**src/rtl/evm_pkg.sv**
```systemverilog
// Shared types and constants for the voting-machine read-out path.
package evm_pkg;

  localparam int unsigned NUM_CAND  = 4;
  localparam logic [6:0]  SEG_BLANK = 7'h00;
  localparam logic [6:0]  SEG_DASH  = 7'h40;

  typedef enum logic [1:0] {
    IDLE,
    SCAN,
    SHOW,
    WIN
  } ann_state_t;

  typedef enum logic [1:0] {
    DISP_BLANK,
    DISP_HEX,
    DISP_DASH
  } disp_t;

endpackage

```
**src/rtl/seg7_hex_decoder.sv**
```systemverilog
// Hex nibble to seven-segment pattern, segments {g,f,e,d,c,b,a}, active-high.
module seg7_hex_decoder (
  input  logic [3:0] value,
  output logic [6:0] seg_c
);

  always_comb begin
    seg_c = 7'h00;
    case (value)
      4'h0: seg_c = 7'h3F;
      4'h1: seg_c = 7'h06;
      4'h2: seg_c = 7'h5B;
      4'h3: seg_c = 7'h4F;
      4'h4: seg_c = 7'h66;
      4'h5: seg_c = 7'h6D;
      4'h6: seg_c = 7'h7D;
      4'h7: seg_c = 7'h07;
      4'h8: seg_c = 7'h7F;
      4'h9: seg_c = 7'h6F;
      4'hA: seg_c = 7'h77;
      4'hB: seg_c = 7'h7C;
      4'hC: seg_c = 7'h39;
      4'hD: seg_c = 7'h5E;
      4'hE: seg_c = 7'h79;
      4'hF: seg_c = 7'h71;
      default: seg_c = 7'h00;
    endcase
  end

endmodule

```
**src/rtl/tally_announcer.sv**
```systemverilog
// Snapshots four tallies, finds the winner (flagging ties) and steps a timed
// announcement across two seven-segment digits.
module tally_announcer
  import evm_pkg::*;
#(
  parameter int unsigned DWELL_TICKS = 4,
  parameter int unsigned CNT_W       = 4
) (
  input  logic             clk,
  input  logic             rst_n,
  input  logic             tick,
  input  logic             start,
  input  logic             clear,
  input  logic [CNT_W-1:0] res1,
  input  logic [CNT_W-1:0] res2,
  input  logic [CNT_W-1:0] res3,
  input  logic [CNT_W-1:0] res4,
  output logic             busy,
  output logic             done,
  output logic [2:0]       winner,
  output logic             tie,
  output logic [6:0]       cand_seg,
  output logic [6:0]       count_seg
);

  localparam int unsigned DW_W = $clog2(DWELL_TICKS + 1);

  ann_state_t       state, state_n;
  logic [CNT_W-1:0] snap   [NUM_CAND];
  logic [CNT_W-1:0] snap_n [NUM_CAND];
  logic [CNT_W-1:0] max_r, max_n;
  logic [2:0]       idx, idx_n;
  logic             tie_acc, tie_acc_n;
  logic [1:0]       step, step_n;
  logic [DW_W-1:0]  dwell, dwell_n;
  logic [2:0]       winner_n;
  logic             tie_n, busy_n, done_n;
  logic             take_c;
  disp_t            disp_c;
  logic [3:0]       cand_val_c, count_val_c;
  logic [6:0]       cand_dec_c, count_dec_c;
  logic [6:0]       cand_seg_n, count_seg_n;

  // State and output registers
  always_ff @(posedge clk or negedge rst_n) begin
    if (!rst_n) begin
      state     <= IDLE;
      for (int i = 0; i < int'(NUM_CAND); i++) snap[i] <= '0;
      max_r     <= '0;
      idx       <= '0;
      tie_acc   <= 1'b0;
      step      <= '0;
      dwell     <= '0;
      winner    <= '0;
      tie       <= 1'b0;
      busy      <= 1'b0;
      done      <= 1'b0;
      cand_seg  <= SEG_BLANK;
      count_seg <= SEG_BLANK;
    end else begin
      state     <= state_n;
      snap      <= snap_n;
      max_r     <= max_n;
      idx       <= idx_n;
      tie_acc   <= tie_acc_n;
      step      <= step_n;
      dwell     <= dwell_n;
      winner    <= winner_n;
      tie       <= tie_n;
      busy      <= busy_n;
      done      <= done_n;
      cand_seg  <= cand_seg_n;
      count_seg <= count_seg_n;
    end
  end

  assign take_c = start && !clear && (state == IDLE || state == WIN);

  // Next-state, scan comparison, dwell pacing and next display contents
  always_comb begin
    state_n     = state;
    snap_n      = snap;
    max_n       = max_r;
    idx_n       = idx;
    tie_acc_n   = tie_acc;
    step_n      = step;
    dwell_n     = dwell;
    winner_n    = winner;
    tie_n       = tie;
    busy_n      = busy;
    done_n      = done;
    disp_c      = DISP_BLANK;
    cand_val_c  = 4'h0;
    count_val_c = 4'h0;

    if (clear) begin
      state_n   = IDLE;
      max_n     = '0;
      idx_n     = '0;
      tie_acc_n = 1'b0;
      step_n    = '0;
      dwell_n   = '0;
      winner_n  = '0;
      tie_n     = 1'b0;
      busy_n    = 1'b0;
      done_n    = 1'b0;
    end else if (take_c) begin
      state_n   = SCAN;
      snap_n[0] = res1;
      snap_n[1] = res2;
      snap_n[2] = res3;
      snap_n[3] = res4;
      max_n     = '0;
      idx_n     = '0;
      tie_acc_n = 1'b0;
      step_n    = '0;
      dwell_n   = '0;
      winner_n  = '0;
      tie_n     = 1'b0;
      busy_n    = 1'b1;
      done_n    = 1'b0;
    end else begin
      case (state)
        SCAN: begin
          if (snap[step] > max_r) begin
            max_n     = snap[step];
            idx_n     = 3'(step) + 3'd1;
            tie_acc_n = 1'b0;
          end else if (snap[step] == max_r && max_r != '0) begin
            tie_acc_n = 1'b1;
          end
          if (step == 2'd3) begin
            state_n  = SHOW;
            step_n   = '0;
            dwell_n  = '0;
            tie_n    = tie_acc_n;
            winner_n = (tie_acc_n || max_n == '0) ? 3'd0 : idx_n;
          end else begin
            step_n = step + 2'd1;
          end
        end
        SHOW: begin
          if (tick) begin
            if (dwell == DW_W'(DWELL_TICKS - 1)) begin
              dwell_n = '0;
              if (step == 2'd3) begin
                state_n = WIN;
                busy_n  = 1'b0;
                done_n  = 1'b1;
              end else begin
                step_n = step + 2'd1;
              end
            end else begin
              dwell_n = dwell + DW_W'(1);
            end
          end
        end
        default: ;
      endcase
    end

    // Display follows the state being entered so the digits are registered
    case (state_n)
      SHOW: begin
        disp_c      = DISP_HEX;
        cand_val_c  = 4'(step_n) + 4'd1;
        count_val_c = 4'(snap_n[step_n]);
      end
      WIN: begin
        if (winner_n != 3'd0) begin
          disp_c      = DISP_HEX;
          cand_val_c  = 4'(winner_n);
          count_val_c = 4'(max_n);
        end else begin
          disp_c = DISP_DASH;
        end
      end
      default: disp_c = DISP_BLANK;
    endcase
  end

  seg7_hex_decoder u_cand_dec (
    .value (cand_val_c),
    .seg_c (cand_dec_c)
  );

  seg7_hex_decoder u_count_dec (
    .value (count_val_c),
    .seg_c (count_dec_c)
  );

  assign cand_seg_n  = (disp_c == DISP_HEX)  ? cand_dec_c  :
                       (disp_c == DISP_DASH) ? SEG_DASH    : SEG_BLANK;
  assign count_seg_n = (disp_c == DISP_HEX)  ? count_dec_c :
                       (disp_c == DISP_DASH) ? SEG_DASH    : SEG_BLANK;

endmodule

```
**config.mk**
```make
export PLATFORM = sky130hd
export DESIGN_NAME = tally_announcer
export DESIGN_NICKNAME = d
export VERILOG_FILES = /design/src/rtl/evm_pkg.sv /design/src/rtl/seg7_hex_decoder.sv /design/src/rtl/tally_announcer.sv
export SDC_FILE = /design/constraint.sdc
export NUM_CORES = 1
export LEC_CHECK = 0
export ABC_AREA = 1
export CAP_MARGIN = 10
export CORE_MARGIN = 4
export CORE_UTILIZATION = 56
export CTS_CLUSTER_DIAMETER = 150
export CTS_CLUSTER_SIZE = 14
export DETAILED_ROUTE_END_ITERATION = 10
export PLACE_DENSITY_LB_ADDON = 0.25
export SETUP_SLACK_MARGIN = 0.15
export SLEW_MARGIN = 20
export SYNTH_ARGS = -nofsm -noshare
export SYNTH_HDL_FRONTEND = slang
export SYNTH_SLANG_ARGS = --single-unit
```
**constraint.sdc**
```tcl
create_clock -name clk -period 4 [get_ports clk]
set_clock_uncertainty 0.05 [all_clocks]
set_input_delay 1.2 -clock clk [delete_from_list [all_inputs] [get_ports clk]]
set_output_delay 1.2 -clock clk [all_outputs]
set_load 0.005 [all_outputs]
```
After elaboration in Yosys (flattened, before gate mapping)
Memory sizes are Yosys's and may differ from the RTL's.
Index checks and enable logic that the tools add are counted.
{"block": "word_totals", "reg_bits": 51, "mem_count": 2, "word_cells": 135, "out_inout_bits": 20, "ramBits": 0, "rom_bits": 224, "latch_bits": 0}
{"block": "op_classes", "div_mod_pow": 0, "n_bitwise": 2, "n_mux": 77, "mul": 0, "order_cmp": 3, "addsub": 4, "n_shift": 0, "reduce_logical": 19, "n_eq_ne": 12}
{"name": "(name not given)", "words": 16, "word_bits": 7, "rd": 1, "rd_clocked_by_memory_dff": 0, "wr": 0, "line_no": "seg7_hex_decoder.sv:9", "source": "case (value)"}
{"name": "(name not given)", "words": 16, "word_bits": 7, "rd": 1, "rd_clocked_by_memory_dff": 0, "wr": 0, "line_no": "seg7_hex_decoder.sv:9"}
{"op": "4-bit 2-to-1 mux", "count": 12}
{"op": "3-bit 2-to-1 mux", "count": 15}
{"op": "16-bit 2-to-1 mux", "count": 2}
{"op": "2-bit 2-to-1 mux", "count": 13}
{"op": "1-bit 2-to-1 mux", "count": 24}
{"op": "7-bit 2-to-1 mux", "count": 3}
{"op": "3-bit nonzero test", "count": 6}
{"op": "4-bit binary-select mux with 2-bit select", "count": 2}
{"op": "2-bit equality test, second input constant", "count": 6}
{"op": "2-bit case mux with 2 select lines", "count": 3}
{"op": "3-bit case mux with 2 select lines", "count": 2}
{"op": "4-bit inequality test, second input constant", "count": 2}
{"op": "4-bit case mux with 2 select lines", "count": 1}
{"op": "4-bit nonzero test", "count": 2}
{"op": "2-bit by 1-bit adder with 3-bit output, second input constant", "count": 2}
{"op": "3-bit greater-or-equal comparator, second input constant", "count": 2}
{"op": "2-bit inverter with 3-bit output", "count": 2}
{"op": "2-bit by 1-bit equality test with 1-bit output, second input constant", "count": 2}
{"op": "4-bit equality test", "count": 1}
{"op": "4-bit greater-than comparator", "count": 1}
{"op": "4-bit zero test", "count": 1}
{"op": "4-bit AND reduction", "count": 1}
{"op": "3-bit by 1-bit adder with 3-bit output, second input constant", "count": 1}
{"op": "3-bit by 2-bit equality test with 1-bit output, second input constant", "count": 1}
{"op": "other kinds (7)", "count": 10}

Longest topological paths before layout
Gate-level depths: netlist of run 1.
{"block": "depth", "depth_word": 23, "mapped_depth": 30, "mapped_depth_nobuf": 28}

By module
A second synthesis of run 1 with hierarchy kept.
{"block": "hier_totals", "hier_cells": 476, "area_unflattened_um2": 3400.8}
{"mod": "tally_announcer", "area_each_um2": 2860.2, "n_inst": 1, "seq_area_each_um2": 1276.2, "cells_per_inst": 372}
{"mod": "seg7_hex_decoder", "area_each_um2": 270.3, "n_inst": 2, "seq_area_each_um2": 0.0, "cells_per_inst": 52}

Worst setup path before layout of run 1
Ideal clock, no wire load.
{"block": "synth_path", "path_kind": "input to register", "startpoint": "input port tick", "endpoint": "register cand_seg[5]", "path_slack_ns": 0.887, "setup_time_ns": 0.077, "path_stages": 13, "t_required_ns": 3.873, "t_arrival_ns": 2.986, "path_cell_list": "inv_1 -> nor2_4 -> nand2_1 -> o211ai_1 -> nand2_1 -> nand3_1 -> inv_1 -> ha_1 -> a22oi_1 -> inv_1 -> ha_1 -> or2_1 -> a21oi_1"}
{"block": "synth_via", "elab_chain_len": 8, "word_cells_on_any_way": 16, "cone_classes": "add/sub (1); eq/ne (3); mux (11); memory (1)"}
{"item": "from (decl)", "line_no": "tally_announcer.sv:11", "source": "input logic tick,"}
{"item": "2-bit 2-to-1 mux", "line_no": "tally_announcer.sv:143", "source": "if (tick) begin"}
{"item": "2-bit case mux with 2 select lines", "line_no": "tally_announcer.sv:123", "source": "case (state)"}
{"item": "2-bit 2-to-1 mux", "line_no": "tally_announcer.sv:107", "source": "end else if (take_c) begin"}
{"item": "2-bit 2-to-1 mux", "line_no": "tally_announcer.sv:96", "source": "if (clear) begin"}
{"item": "named net step_n[1]", "line_no": "tally_announcer.sv:34", "source": "logic [1:0] step, step_n;"}
{"item": "2-bit by 1-bit adder with 3-bit output", "line_no": "tally_announcer.sv:166", "source": "cand_val_c = 4'(step_n) + 4'd1;"}
{"item": "3-bit case mux with 2 select lines", "line_no": "tally_announcer.sv:163", "source": "case (state_n)"}
{"item": "memory read 16 x 7 bit"}
{"item": "7-bit 2-to-1 mux", "line_no": "tally_announcer.sv:192", "source": "assign cand_seg_n = (disp_c == DISP_HEX) ? cand_dec_c :"}
{"item": "named net cand_seg_n[5]", "line_no": "tally_announcer.sv:42", "source": "logic [6:0] cand_seg_n, count_seg_n;"}
{"item": "to (signal assigned)", "line_no": "tally_announcer.sv:72", "source": "cand_seg <= cand_seg_n;"}
{"item": "to (decl)", "line_no": "tally_announcer.sv:22", "source": "output logic [6:0] cand_seg,"}
The timed path passes the listed nets, and every way through them passes these cells.
A chain may end at the register's enable or synchronous reset.

Worst setup path after layout of run 1
{"block": "layout_path", "startpoint": "input port tick", "endpoint": "register cand_seg[5]"}
{"block": "layout_via", "elab_chain_len": 8, "word_cells_on_any_way": 16, "cone_classes": "add/sub (1); eq/ne (3); mux (11); memory (1)"}
{"item": "2-bit 2-to-1 mux *", "line_no": "tally_announcer.sv:143"}
{"item": "2-bit case mux with 2 select lines *", "line_no": "tally_announcer.sv:123"}
{"item": "2-bit 2-to-1 mux *", "line_no": "tally_announcer.sv:107"}
{"item": "2-bit 2-to-1 mux *", "line_no": "tally_announcer.sv:96"}
{"item": "named net state_n[0]", "line_no": "tally_announcer.sv:28", "source": "ann_state_t state, state_n;"}
{"item": "2-bit equality test", "line_no": "tally_announcer.sv:163"}
{"item": "3-bit case mux with 2 select lines or 2-bit case mux with 2 select lines (tied branches)", "line_no": "tally_announcer.sv:163"}
{"item": "memory read 16 x 7 bit or 2-bit by 1-bit equality test with 1-bit output (tied branches)"}
{"item": "7-bit 2-to-1 mux *", "line_no": "tally_announcer.sv:192"}
{"item": "named net cand_seg_n[5]", "line_no": "tally_announcer.sv:42"}
Mark *: on every way through the listed nets, which the timed path passes. The rest lies on a longest branch.

==> results of run 1 <==
==> timing repair <==
item	in CTS	in global routing
endpoints found under the hold margin	0	0
gates resized for setup	0	1
hold buffers	0	0
endpoints found under the setup margin	0	4
==> report_power, final <==
part           internal [mW]  total (mW)  leakage [nW]  switching (mW)
Clock                  0.203       0.379        0.0612           0.176
Sequential             0.550       0.566         0.657          0.0155
Combinational          0.109       0.305          1.20           0.196
Total                  0.862        1.25          1.92           0.388
==> kinds of logic (layout without fill, tap and decap cells) <==
kind of cell / count (synthesis) / in the layout / synth area share
AO/OA/AOI/OAI: 72 / 72 / 0.129
adder cells (fa/ha/maj): 19 / 19 / 0.0734
AND/OR/NAND/NOR: 188 / 188 / 0.296
multiplexers: 1 / 1 / 0.00309
buffers and inverters: 80 / 130 / 0.105
flip-flops: 51 / 51 / 0.394
==> state kept, by name, summed over array words and instances, names as in the netlist <==
name       flops
snap          16
tie            1
busy           1
cand_seg       7
done           1
count_seg      7
tie_acc        1
winner         3
dwell          3
step           2
idx            3
max_r          4
state          2
==> layout make-up <==
cell class                      instances  area (µm²)
Fill cell                             466        1710
Multi-Input combinational cell        280        1630
Inverter                               74         290
Sequential cell                        51        1280
Clock buffer                            6        82.6
Clock inverter                          2        35.0
Timing Repair Buffer                   48         468
Tap cell                               72        90.1
==> stage by stage <==
stage	area, µm²	std cells
3_5_place_dp	3750	525
3_3_place_gp	3750	525
4_1_cts	3870	533
5_1_grt	3870	533
2_1_floorplan	3240	411
6_report	3870	533
==> how the worst max path moves through the flow <==
stage                     startpoint          end  slack [ns]  depth (start not counted)
after floorplan                 tick  cand_seg[5]        0.89                         13
after global placement          tick  cand_seg[5]        0.15                         13
after detailed placement        tick  cand_seg[5]        0.11                         13
after CTS                    step[0]  cand_seg[5]        0.40                         23
after global routing         step[1]  cand_seg[5]        0.20                         20
final                           tick  cand_seg[5]        0.41                         13
==> per-layer routing <==
metal	wire (µm)	global-route usage	vias up
met1	3040	0.269	1315
met4	191	0.0906	0
met5	0	0	-
met2	3850	0.397	70
met3	416	0.0444	14
li1	-	-	1407
==> tightest hold or removal path, stage by stage (launching register included) <==
cell	delay, ns
dfrtp_1	0.37
nand2_1	0.06
inv_1	0.04
==> cell usage after synthesis (2+ instances only) <==
master,instances
a21oi_1,21
a21oi_4,2
a22oi_1,2
buf_2,2
clkbuf_1,2
dfrtp_1,51
ha_1,19
inv_1,60
inv_2,11
inv_6,2
nand2_1,90
nand2_2,18
nand2_4,4
nand3_1,33
nand3_2,8
nand4_1,2
nor2_1,18
nor2_2,3
nor2_4,2
nor3_1,4
o211ai_1,3
o21ai_0,31
o21ai_1,7
==> results.py, run 1 <==
metrics = {
    "route": {
        "viasPerCell": 5.26,
        "drt-total-wl_mm": 7.50,
        "drt_drc_violations_left": 0,
        "firstDrtPassIters": 4,
        "num_vias": 2806,
        "ant_nets": 0,
        "drt_iter0_drc": 169,
        "wl_per_cell_um": 14.1,
    },
    "worst_setup_path": {
        "r2r_slack_ns": 0.50,
        "reg2reg_to": "cand_seg[5]",
        "end_kind": "flop",
        "slowest_stage": "clkdlybuf4s50_1",
        "crit_family": "compound AO/OA/AOI/OAI gates",
        "max_stage_delay_ns": 0.45,
        "worstSetupPathType": "input pin to flop",
        "required_ns": 4.19,
        "cp-start-kind": "input pin",
        "worstRegToRegCells": 22,
        "r2r-start": "step[1]",
        "crit_path_frequent_cell": "inv_1",
        "worst_ep_arrival_time_ns": 3.77,
        "critPathBufInv": 4,
        "path_cells": "clkdlybuf4s50_1 > inv_1 > nor2_4 > inv_2 > o21ai_1 > nand3_1 > a21oi_4 > nor2_1 > a22oi_1 > inv_1 > ha_1 > or2_1 > a21oi_1",
        "cp_max_fo": 7,
    },
    "finish": {
        "drive_above_1_share": 0.163,
        "layout_commonest_cell": "nand2_1",
        "fin_util": 0.694,
        "final_nets": 500,
        "mostFrequentLayoutCells": "nand2_1 (90), inv_1 (60), dfrtp_1 (50)",
        "syn_to_final_growth_pct": 19.4,
        "n_antenna_cell": 0,
    },
    "placement": {
        "pre_cts_slack_ns": 0.106,
        "io_buffers": 40,
        "dp_hpwl_mm": 5.81,
        "gp_congestion": 0.911,
    },
    "floorplan": {
        "core_mm2": 0.00557,
        "dieArea_mm2": 0.00707,
        "die_h_um": 84.1,
        "rows": 27,
        "start_util": 0.581,
        "ioPinCount": 41,
        "dieWidth_um": 84.1,
    },
    "sta": {
        "hold_viol_final": 0,
        "worstMarginPinSlew_ns": 0.679,
        "finalCritPeriodShare": 0.896,
        "rsz0062_at_grt": "false",
        "fin_setup_tns_ns": 0,
        "min_period_ns": 3.59,
        "setup_violations": 0,
        "relSlewSlack": 0.547,
        "whs_ns": 0.437,
        "fmax_mhz": 279,
        "setup_slack_ns": 0.414,
        "slew_violations": 0,
    },
    "global_route": {
        "grt_pass1_vias": 2793,
        "grt_max_degree": 30,
        "track_usage": 0.226,
        "antenna_found_initial": 0,
        "gr-total-overflow": 0,
        "grt_pass1_wl_mm": 12.9,
    },
    "clock_tree": {
        "cts_inserted_buffers": 5,
        "clockBufferDepth": 2,
        "cts.sinks": 51,
        "clk_pin_slew_ns": 0.10,
        "root_buffer": "clkbuf_8",
        "clkLatencyLatePin_ns": 0.31,
        "cts_setup_buffers": 0,
        "cts_tree": "built",
        "cts_max_level": 2,
    },
    "logic_synthesis": {
        "yosysTopAreaCell": "dfrtp_1",
        "postSynthCellCount": 411,
        "synth_top_area_share": 0.394,
        "ys_seq_elements": 51,
        "synth_area_leaders": "dfrtp_1 (39%), nand2_1 (10%), ha_1 (7.3%)",
        "synth_area_mm2": 0.00324,
        "avgSynthCellArea_um2": 7.88,
        "synth.distinct_cells": 39,
        "synthArstFlopShare": 1.00,
        "synth_edf_count": 0,
        "yosys_warnings": 0,
        "yosysSeqAreaShare": 0.394,
        "synth_ff_type": "dfrtp_1",
        "syn_nets": 451,
    },
    "power": {
        "ir_drop_mv": 0.260,
        "power_mw": 1.25,
        "p_leak_nw": 1.92,
        "power_density_mw_per_mm2": 323,
    },
    "job": {
        "drv_cap": 0,
    },
    "hold_path": {
        "holdPathStages": 2,
        "hold_end": "dwell[2]",
        "min_from": "dwell[2]",
        "hp-class": "flop to flop",
    },
    "status": {
        "status": "completed",
    },
}
Power figures use the tool's default switching activity.
==> run 2: changes to the inputs <==
- CORE_UTILIZATION: 56 -> 35
==> run 2 against run 1 <==
Final area rose by 0.23%. Utilization fell by 26 points. Power fell by 6.4%. Clock-buffer cell count rose by 1. Routed wire length rose by 0.55%. Critical path depth did not move. Via count fell by 4.3%. Global-route usage fell by 8.0 points. Critical endpoint unchanged. Largest cell class unchanged. Non-clock buffer count did not move.
==> results.py, run 2 (same netlist as run 1, synthesis figures left out) <==
metrics = {
    "status": {
        "status": "completed",
    },
    "power": {
        "p_leak_nw": 1.90,
        "ir_drop_mv": 0.110,
        "power_density_mw_per_mm2": 302,
    },
    "finish": {
        "final_nets": 500,
        "n_antenna_cell": 0,
        "reg.largest.list": "snap (16), cand_seg (7), count_seg (7)",
        "drive_above_1_share": 0.161,
        "mostFrequentLayoutCells": "nand2_1 (90), inv_1 (59), dfrtp_1 (50)",
        "multi_input_area_mm2": 0.00163,
        "largest_reg_flops": 16,
        "regMostFlops": "snap",
        "n_fill_cell": 909,
        "area.sequential_mm2": 0.00128,
        "syn_to_final_growth_pct": 19.7,
        "layout_commonest_cell": "nand2_1",
    },
    "job": {
        "drv_cap": 0,
    },
    "clock_tree": {
        "clkLatencyLatePin_ns": 0.31,
        "clockBufferDepth": 2,
        "cts_tree": "built",
        "clk_pin_slew_ns": 0.09,
        "cts.sinks": 51,
        "cts_inserted_buffers": 5,
        "cts_max_level": 2,
        "root_buffer": "clkbuf_8",
    },
    "floorplan": {
        "start_util": 0.366,
        "die_h_um": 104,
        "dieArea_mm2": 0.0109,
        "core_mm2": 0.00885,
        "rows": 34,
        "dieWidth_um": 104,
        "ioPinCount": 41,
    },
    "worst_setup_path": {
        "max_stage_delay_ns": 0.46,
        "required_ns": 4.19,
        "r2r_slack_ns": 0.59,
        "crit_path_frequent_cell": "inv_1",
        "worst_ep_arrival_time_ns": 3.73,
        "cp_max_fo": 6,
        "end_kind": "flop",
        "slowest_stage": "clkdlybuf4s50_1",
        "worstSetupPathType": "input pin to flop",
        "cp-start-kind": "input pin",
        "worstRegToRegCells": 21,
        "path_cells": "clkdlybuf4s50_1 > inv_1 > nor2_4 > inv_2 > o21ai_1 > nand3_1 > a21oi_4 > nor2_1 > a22oi_1 > inv_1 > ha_1 > or2_1 > a21oi_1",
    },
    "sta": {
        "slew_violations": 0,
        "whs_ns": 0.422,
        "fin_setup_tns_ns": 0,
        "hold_viol_final": 0,
        "worstMarginPinSlew_ns": 0.822,
        "min_period_ns": 3.54,
        "setup_violations": 0,
        "rsz0062_at_grt": "false",
        "fmax_mhz": 282,
        "finalCritPeriodShare": 0.885,
        "relSlewSlack": 0.452,
    },
    "route": {
        "drt_drc_violations_left": 0,
        "drt_iter0_drc": 131,
        "wl_per_cell_um": 13.2,
        "viasPerCell": 4.72,
        "drt-total-wl_mm": 7.54,
        "firstDrtPassIters": 4,
        "ant_nets": 0,
        "num_vias": 2685,
    },
    "global_route": {
        "track_usage": 0.146,
        "grt_max_degree": 38,
        "grt_pass1_vias": 2717,
        "gr-total-overflow": 0,
        "antenna_found_initial": 0,
        "grt_pass1_wl_mm": 13.1,
    },
    "hold_path": {
        "holdPathStages": 2,
        "hp-class": "flop to flop",
    },
    "placement": {
        "dp_hpwl_mm": 5.77,
        "io_buffers": 40,
        "gp_congestion": 0.871,
    },
}
-- run 2: power by group --
group | leakage, nW | total [mW] | internal, mW | switching, mW
registers | 0.657 | 0.566 | 0.550 | 0.0155
clock network | 0.0422 | 0.302 | 0.124 | 0.179
logic | 1.20 | 0.301 | 0.107 | 0.194
total | 1.90 | 1.17 | 0.781 | 0.388
-- run 2: cell type report --
type	count	share of cell area
sequential	51	0.329
timing repair buffer	48	0.121
multi-input combinational	280	0.419
clock inverter	1	0.00129
inverter	74	0.0749
tap	108	0.0349
clock buffer	7	0.0197
-- run 2: path summary, 6_finish.rpt --
kind	from	to
min in group asynchronous	rst_n	dwell[1]
min	dwell[2]	dwell[2]
max in group asynchronous	rst_n	cand_seg[0]
max reg2reg	step[0]	cand_seg[5]
min reg2reg	dwell[2]	dwell[2]
max	tick	cand_seg[5]
-- run 2: metal layers --
| metal | wire length, µm | GRT usage | share of wire | up-vias |
|---|---|---|---|---|
| li1 | - | - | - | 1407 |
| met1 | 3680 | 0.198 | 0.49 | 1235 |
| met3 | 219 | 0.0261 | 0.029 | 5 |
| met4 | 87 | 0.0370 | 0.012 | 0 |
| met2 | 3550 | 0.242 | 0.47 | 38 |
| met5 | 0 | 0 | 0 | - |
-- run 2: worst max-delay path: cells and delay by family --
family          cells  cell delay, ns
compound gates      4            0.87
fa+ha+maj           1            0.22
buf+inv             4            0.73
simple gates        4            0.69
-- run 2: what timing repair did --
item / in CTS / in global routing
resized for setup: 0 / 2
hold buffers: 0 / 0
setup buffers: 0 / 0
endpoints found under the hold margin: 0 / 0
setup endpoints to repair: 0 / 6
-- run 2: per-stage QoR --
step                setup WS [ns]  power [mW]  std cells  instance area [µm²]  utilization
global route                0.180        1.25        569                 3880        0.438
CTS                         0.429        1.19        569                 3880        0.438
finish                      0.459        1.17        569                 3880        0.438
global placement            0.117       0.873        561                 3790        0.429
floorplan                   0.887       0.786        411                 3240            -
detailed placement          0.128       0.877        561                 3790        0.429
==> run 3: changes to the inputs <==
- GPL_TIMING_DRIVEN: default -> 0
==> run 3 against run 2 <==
Maximum frequency about the same. Final area about the same. Sequential share of layout area about the same. Register-to-register slack improved by 0.03 ns. Setup slack improved by 0.0033 ns. Critical path depth decreased by 1. Worst hold slack got worse by 0.0030 ns. Global-route usage decreased by 0.59 points. Clock power increased by 1%. Flip-flop and latch count unchanged. Critical endpoint unchanged. Largest power group unchanged.
==> results.py, run 3 (same netlist as run 1, synthesis figures left out) <==
metrics = {
    "hold_path": {
        "hold_end": "dwell[2]",
        "min_from": "dwell[2]",
        "hp-class": "flop to flop",
        "holdPathStages": 2,
    },
    "finish": {
        "layout_commonest_cell": "nand2_1",
        "drive_above_1_share": 0.159,
        "syn_to_final_growth_pct": 19.6,
        "final_nets": 498,
        "n_antenna_cell": 0,
        "fin_util": 0.438,
        "multi_input_area_mm2": 0.00164,
        "regMostFlops": "snap",
        "largest_reg_flops": 16,
        "reg.largest.list": "snap (16), cand_seg (7), count_seg (7)",
        "mostFrequentLayoutCells": "nand2_1 (90), inv_1 (60), dfrtp_1 (51)",
        "area.sequential_mm2": 0.00128,
        "n_fill_cell": 895,
        "final_area_mm2": 0.00387,
    },
    "route": {
        "drt-total-wl_mm": 7.28,
        "viasPerCell": 4.80,
        "wl_per_cell_um": 12.9,
        "num_vias": 2714,
        "drt_iter0_drc": 106,
        "drt_drc_violations_left": 0,
        "firstDrtPassIters": 4,
        "ant_nets": 0,
    },
    "floorplan": {
        "dieWidth_um": 104,
        "die_h_um": 104,
        "start_util": 0.366,
        "dieArea_mm2": 0.0109,
        "rows": 34,
        "core_mm2": 0.00885,
        "ioPinCount": 41,
    },
    "clock_tree": {
        "cts_max_level": 2,
        "clockBufferDepth": 2,
        "root_buffer": "clkbuf_8",
        "clkLatencyLatePin_ns": 0.30,
        "cts.sinks": 51,
        "cts_inserted_buffers": 5,
        "clk_pin_slew_ns": 0.09,
        "cts_tree": "built",
    },
    "worst_setup_path": {
        "r2r_slack_ns": 0.62,
        "worst_ep_arrival_time_ns": 3.72,
        "required_ns": 4.18,
        "worstSetupPathType": "input pin to flop",
        "slowest_stage": "clkdlybuf4s50_1",
        "cp_max_fo": 8,
        "cp-start-kind": "input pin",
        "crit_path_frequent_cell": "inv_1",
        "path_cells": "clkdlybuf4s50_1 > inv_2 > nand2_2 > inv_1 > nand3_2 > inv_1 > ha_1 > a22oi_2 > inv_1 > ha_1 > or2_1 > a21oi_1",
        "max_stage_delay_ns": 0.47,
        "reg2reg_to": "count_seg[3]",
        "worstRegToRegCells": 27,
        "end_kind": "flop",
        "r2r-start": "step[0]",
    },
    "power": {
        "power_mw": 1.17,
        "p_leak_nw": 1.90,
        "ir_drop_mv": 0.130,
        "power_density_mw_per_mm2": 302,
    },
    "sta": {
        "finalCritPeriodShare": 0.884,
        "worstMarginPinSlew_ns": 0.652,
        "slew_violations": 0,
        "rsz0062_at_grt": "false",
        "fin_setup_tns_ns": 0,
        "setup_slack_ns": 0.462,
        "hold_viol_final": 0,
        "relSlewSlack": 0.565,
        "fmax_mhz": 283,
        "setup_violations": 0,
        "min_period_ns": 3.54,
    },
    "placement": {
        "dp_hpwl_mm": 5.51,
        "pre_cts_slack_ns": -0.0955,
        "io_buffers": 40,
        "placed_area_mm2": 0.00377,
        "gp_congestion": 0.887,
    },
    "global_route": {
        "gr-total-overflow": 0,
        "grt_pass1_vias": 2684,
        "grt_max_degree": 52,
        "track_usage": 0.140,
        "antenna_found_initial": 0,
        "grt_pass1_wl_mm": 12.6,
    },
    "job": {
        "drv_cap": 0,
    },
    "status": {
        "status": "completed",
    },
}
==> run 3: how the worst max path moves through the flow <==
stage | end | cells after the start | slack, ns | start
global route | count_seg[3] | 14 | 0.22 | clear
finish | cand_seg[5] | 12 | 0.46 | clear
detailed placement | cand_seg[5] | 12 | -0.1 | clear
global placement | cand_seg[5] | 12 | -0.15 | clear
floorplan | cand_seg[5] | 13 | 0.89 | tick
CTS | cand_seg[5] | 12 | 0.22 | clear
==> run 3: timing repair <==
| action | CTS | global route |
|---|---|---|
| gates resized for setup | 0 | 5 |
| buffers inserted | 0 | 0 |
| hold buffers | 0 | 0 |
| setup endpoints to repair | 0 | 9 |
==> run 3: where the power goes <==
part	switching, mW	internal (mW)	total (mW)
sequential	0.0134	0.550	0.564
combinational	0.192	0.108	0.299
clock	0.169	0.136	0.306
==> run 3: final cells by class <==
class / instances / share of cell area
Inverter: 74 / 0.0749
Buffer: 6 / 0.0129
Timing Repair Buffer: 40 / 0.103
Clock inverter: 1 / 0.00129
Sequential cell: 51 / 0.329
Multi-Input combinational cell: 280 / 0.423
Clock buffer: 6 / 0.0213
Tap cell: 108 / 0.0349
==> run 3: through the flow <==
stage	cells	hold WS, ns
after floorplan	411	0.386
after CTS	566	0.426
after global placement	559	0.401
after detailed placement	559	0.401
after global routing	566	0.446
final	566	0.419
==> run 3: layer usage <==
metal / vias to the layer above / global-route usage / wire [µm]
li1: 1409 / - / -
met1: 1256 / 0.185 / 3620
met2: 40 / 0.231 / 3330
met3: 9 / 0.0255 / 192
met4: 0 / 0.0494 / 138
met5: - / 0 / 0
==> run 3: critical path, delay by kind of cell <==
| family | cells | cell delay [ns] |
|---|---|---|
| buffers and inverters | 5 | 1.09 |
| adders and majority gates | 2 | 0.45 |
| AOI/OAI and AO/OA | 2 | 0.36 |
| and+or+nand+nor | 3 | 0.61 |
==> RTL change 1: new RTL, settings of run 3 <==
The parameter `CNT_W` goes from 4 to 6.
--- a/src/rtl/tally_announcer.sv
+++ b/src/rtl/tally_announcer.sv
@@ -6,3 +6,3 @@
   parameter int unsigned DWELL_TICKS = 4,
-  parameter int unsigned CNT_W       = 4
+  parameter int unsigned CNT_W       = 6
 ) (
Interface: changed (resized res1, res2, res3 and res4); port bits go from 41 to 49. The function was not compared with the original's and may differ.
==> RTL change 1 against run 3 <==
  * Utilization is 1.9 points higher
  * Cell area is 23% higher
  * Largest power group unchanged
  * Fmax is 3.4% lower
  * Total power is 48% higher
  * Sequential power is 25% higher
  * Setup slack worse by 0.13 ns
  * Sequential cell count is 10 higher
  * Synthesized area is 17% higher
  * Wire length is 24% higher
  * Critical path depth is 6 higher
==> RTL change 1: results (changes against run 3) <==
| Metric | Value |
|---|---|
| Synth top area cells | dfrtp_1 40%, nand2_1 11%, ha_1 7.0% (was dfrtp_1 39%, nand2_1 10%, ha_1 7.3%) |
| Met3 usage | 2.77% (was 2.55%) |
| N_diodes | 0 (unchanged) |
| Asr flop ratio synth | 100% (unchanged) |
| WP data arrival | 3.88 ns (was 3.72 ns) |
| CTS root buffer | clkbuf_8 (unchanged) |
| M2 GR Usage | 23.8% (was 23.1%) |
| GP Congestion | 0.858 (was 0.887) |
| Post-synth top cells | 111 x nand2_1, 61 x dfrtp_1, 46 x inv_1 (was 90 x nand2_1, 60 x inv_1, 51 x dfrtp_1) |
| CTS clk-pin slew, worst paths | 0.07 ns (was 0.09 ns) |
| Seq/Total Area, Yosys | 40.4% (was 39.4%) |
| Final non-filler cell total | 673 (was 566) |
| Post-layout net count | 582 (was 498) |
| Status | finished clean (unchanged) |
| DR WL/cell | 13.4 um (was 12.9 um) |
| Placed cells | 646 (was 559) |
| First-pass GRT wire length | 15,300 um (was 12,600 um) |
| Post-DP HPWL | 6650 um (was 5510 um) |
| Worst-path maximum fanout | 10 (was 8) |
| Vias per std cell | 4.78 (was 4.80) |
| DR iter-0 viols | 95 (was 106) |
| GRT Total Usage | 14.9% (was 14.0%) |
| Initial antenna violation count | 0 (unchanged) |
| Most numerous cell in the Yosys netlist | nand2_1 (unchanged) |
| Setup crit start | start (was clear) |
| M1 GR Usage | 20.1% (was 18.5%) |
| Placed Area | 4450 um^2 (was 3770 um^2) |
| Syn Inst Count | 461 (was 411) |
| CTS Buf Count | 9 (was 5) |
| Worst-Margin Slew | 0.528 ns (was 0.652 ns) |
| Largest net degree at the start of global routing | 48 (was 52) |
| Syn nets | 511 (was 451) |
| PortBufs | 48 (was 40) |
| LEAKAGE | 0.00222 uW (was 0.00190 uW) |
| Drt first pass iters | 4 (unchanged) |
| H-Tree Level Count | 3 (was 2) |
| Max Cap Viol | 0 (unchanged) |
| Fraction of layout cells with a size suffix above 1 | 19.7% (was 15.9%) |
| Skew-Pair Late Insertion Delay | 0.34 ns (was 0.30 ns) |
| Vias in the first global route | 3,179 (was 2,684) |
| Hold Crit Class | register to register (unchanged) |
| VDD IR max | 0.144 mV (was 0.130 mV) |
| DP Worst Slack | -0.207 ns (was -0.0955 ns) |
| Worst R2R Start | step[0] (unchanged) |
| Warnings from Yosys | 0 (unchanged) |
| Main synth FF type | dfrtp_1 (unchanged) |
| Clock buffer depth | 2 (unchanged) |
| Unique masters post-synth | 38 (was 39) |
==> RTL change 1: metrics by stage <==
stage	util, %	TNS, ns	total power (uW)
after floorplan	-	0	1050
after global placement	42.5	-23.97	1160
after detailed placement	42.7	-1.18	1170
after CTS	44.6	0	1730
after global routing	45.7	0	1830
final	45.7	0	1730
==> RTL change 1: power breakdown <==
part           leakage (uW)  total (uW)  switching [uW]  internal [uW]
clock             0.0000964         554             251            303
sequential         0.000796         703            32.3            671
combinational       0.00132         468             284            184
==> RTL change 1: worst max-delay path, stage by stage <==
cell	delay, ns
clkdlybuf4s50_1	0.41
nand2_1	0.10
inv_2	0.06
nor2_4	0.24
inv_2	0.13
nor2_1	0.13
buf_2	0.23
nand3_1	0.13
o21ai_2	0.20
inv_2	0.08
nand2_4	0.11
nand3_2	0.10
nand2_4	0.11
inv_2	0.05
ha_1	0.22
a21oi_1	0.16
nand2_1	0.06
a21oi_1	0.13
==> RTL change 1: area by class of cell <==
class,instances,area [um^2]
Clock buffer,12,145
Timing Repair Buffer,60,588
Inverter,66,263
Tap cell,136,170
Multi-Input combinational cell,326,1960
Buffer,8,58.8
Clock inverter,4,47.5
Fill cell,1018,5650
Sequential cell,61,1530
==> RTL change 1: path summary, 6_finish.rpt <==
kind | end | slack (ns) | cells after the start
max in group asynchronous | dwell[2] | 2.73 | 2
min in group asynchronous | snap[3] | 0.66 | 1
worst max register to register | count_seg[0] | 0.38 | 25
worst max-delay path | count_seg[0] | 0.34 | 18
worst min register to register | register | 0.42 | 2
worst min-delay path | register | 0.42 | 2
==> RTL change 1: cells by family after synthesis <==
kind of cell / share of synthesized area (%)
AND/OR/NAND/NOR: 29.6
AO/OA/AOI/OAI: 12.8
flip-flops: 40.4
adder cells (fa/ha/maj): 6.96
multiplexers: 2.12
buffers and inverters: 8.12
==> RTL change 1: timing repair <==
item,4_1_cts,5_1_grt
buffers inserted,0,11
gates resized for setup,1,11
pin swaps,0,5
setup endpoints to repair,1,13
==> RTL change 1: per-layer routing <==
metal	vias up	share of wire [%]
met5	-	0
met4	0	1.7
met3	12	3.2
met2	60	48
met1	1506	47
li1	1636	-
==> RTL change 2: new RTL, config.mk and constraints of run 3 <==
Made on the original files. Re-encode `ann_state_t` (4 states) as one-hot, 4 bits wide.
--- a/src/rtl/evm_pkg.sv
+++ b/src/rtl/evm_pkg.sv
@@ -7,7 +7,7 @@
 
-  typedef enum logic [1:0] {
-    IDLE,
-    SCAN,
-    SHOW,
-    WIN
+  typedef enum logic [3:0] {
+    IDLE = 4'b0001,
+    SCAN = 4'b0010,
+    SHOW = 4'b0100,
+    WIN  = 4'b1000
   } ann_state_t;
Formal check against the unedited RTL: same outputs for any inputs over 4 cycles, from zero or initial values and one cycle with rst_n low; so few cycles prove little.
==> RTL change 2 against run 3 <==
  * Fmax decreased by 1.4%
  * Via count increased by 3.0%
  * Worst hold slack improved by 0.047 ns
  * Sequential cell count increased by 2
  * Synthesized area increased by 0.35%
  * Critical endpoint is now cand_seg[3]
  * Setup slack got worse by 0.050 ns
  * Count of clock-buffer cells in the layout unchanged
  * Combinational power decreased by 3%
  * Total power increased by 8.7%
  * Wire length increased by 0.32%
  * Cell area increased by 1.9%
==> RTL change 2: results (changes against run 3) <==
| Metric | Value |
|---|---|
| DR WL/cell | 12.7 um (was 12.9 um) |
| PortBufs | 40 (unchanged) |
| CTS clk-pin slew, worst paths | 0.10 ns |
| GP Congestion | 0.876 (was 0.887) |
| Skew-Pair Late Insertion Delay | between 0.3 and 0.4 ns |
| WP data arrival | 3.75 ns (was 3.72 ns) |
| Die width | 104 um (about the same) |
| H-Tree Level Count | 2 (unchanged) |
| M2 GR Usage | 23.4% (was 23.1%) |
| Final non-filler cell total | 574 (was 566) |
| Worst-Margin Slew | 0.678 ns (was 0.652 ns) |
| Largest net degree at the start of global routing | 54 (was 52) |
| Worst-path maximum fanout | 7 (was 8) |
| N_diodes | 0 (unchanged) |
| Syn nets | 451 (unchanged) |
| Delay-heaviest family, CP | buffers and inverters (unchanged) |
| LEAKAGE | 0.00189 uW (was 0.00190 uW) |
| Worst hold slack | 0.466 ns (was 0.419 ns) |
| Reg-to-reg slack, setup | 0.58 ns (was 0.62 ns) |
| First-pass GRT wire length | 12,600 um (about the same) |
| Syn Area/Cell | 7.85 um^2 (was 7.88 um^2) |
| Fraction of layout cells with a size suffix above 1 | 17.8% (was 15.9%) |
| Via count | 2,795 (was 2,714) |
| Drt first pass iters | 4 (unchanged) |
| Seq/Total Area, Yosys | 40.8% (was 39.4%) |
| VDD IR max | 0.153 mV (was 0.130 mV) |
| GRT Total Usage | 13.8% (was 14.0%) |
| Post-layout net count | 502 (was 498) |
| M1 GR Usage | 18.0% (was 18.5%) |
| Post-DP HPWL | 5520 um (was 5510 um) |
| Critical Path Max Stage Delay | 0.45 ns (was 0.47 ns) |
| Met3 usage | 2.36% (was 2.55%) |
| Post-synth top cells | 117 x nand2_1, 52 x dfrtp_1, 42 x inv_1 (was 90 x nand2_1, 60 x inv_1, 51 x dfrtp_1) |
| Crit-path slowest cell | clkdlybuf4s50_1 (unchanged) |
| Worst setup margin | 0.412 ns (was 0.462 ns) |
| DR iter-0 viols | 145 (was 106) |
| Placed Area | 3780 um^2 (was 3770 um^2) |
| Status | finished clean (unchanged) |
| Placed cells | 562 (was 559) |
| Vias in the first global route | 2,721 (was 2,684) |
| Unique masters post-synth | 38 (was 39) |
| # fillers | 909 (was 895) |
| DP Worst Slack | -0.125 ns (was -0.0955 ns) |
| Initial antenna violation count | 0 (unchanged) |
| Regs by FF count | snap x16, cand_seg x7, count_seg x7 (unchanged) |
| Synth top area cells | dfrtp_1 40%, nand2_1 14%, ha_1 6.2% (was dfrtp_1 39%, nand2_1 10%, ha_1 7.3%) |
==> RTL change 2: what timing repair did <==
item | 4_1_cts | 5_1_grt
hold buffers | 0 | 0
endpoints found under the hold margin | 0 | 0
setup endpoints to repair | 0 | 9
setup buffers | 0 | 4
resized for setup | 0 | 5
==> RTL change 2: path summary, 6_finish.rpt <==
path,startpoint,to,cells after the start
hold / removal,snap[11],snap[11],2
setup reg to reg,step[0],count_seg[0],26
min in group asynchronous,rst_n,state[2],1
max in group asynchronous,rst_n,step[0],1
setup / recovery,clear,cand_seg[3],16
hold reg to reg,snap[11],snap[11],2
==> RTL change 2: power breakdown <==
group / internal (uW) / total [uW] / switching, uW
clock: 204 / 387 / 184
sequential: 577 / 592 / 15.3
combinational: 109 / 291 / 182
==> RTL change 2: per-layer routing <==
metal,up-vias,part of all wire (%)
li1,1440,-
met1,1299,47
met2,46,48
met3,10,3.2
met4,0,1.8
met5,-,0
==> RTL change 2: cell type report <==
class	count	area (um^2)	area share [%]
plain buffers	6	53.8	1.36
clock buffers	6	82.6	2.09
clock inverters	2	37.5	0.950
inverters	63	248	6.27
multi-input cells	292	1640	41.4
flip-flops and latches	53	1330	33.6
well taps	108	135	3.42
repair buffers	44	428	10.8
==> RTL change 2: kinds of logic after synthesis <==
logic type | after synthesis | share of synthesized area, %
buffers and inverters | 69 | 9.20
adders and majority gates | 16 | 6.16
DFF | 53 | 40.8
xor gates and xnor gates | 1 | 0.269
AOI/OAI and AO/OA | 60 | 11.2
and+or+nand+nor | 215 | 32.3
==> RTL change 2: tightest hold or removal path: cells and delay by family (launching register included) <==
family	cells	cell delay, ns
simple gates	2	0.13
flops	1	0.36
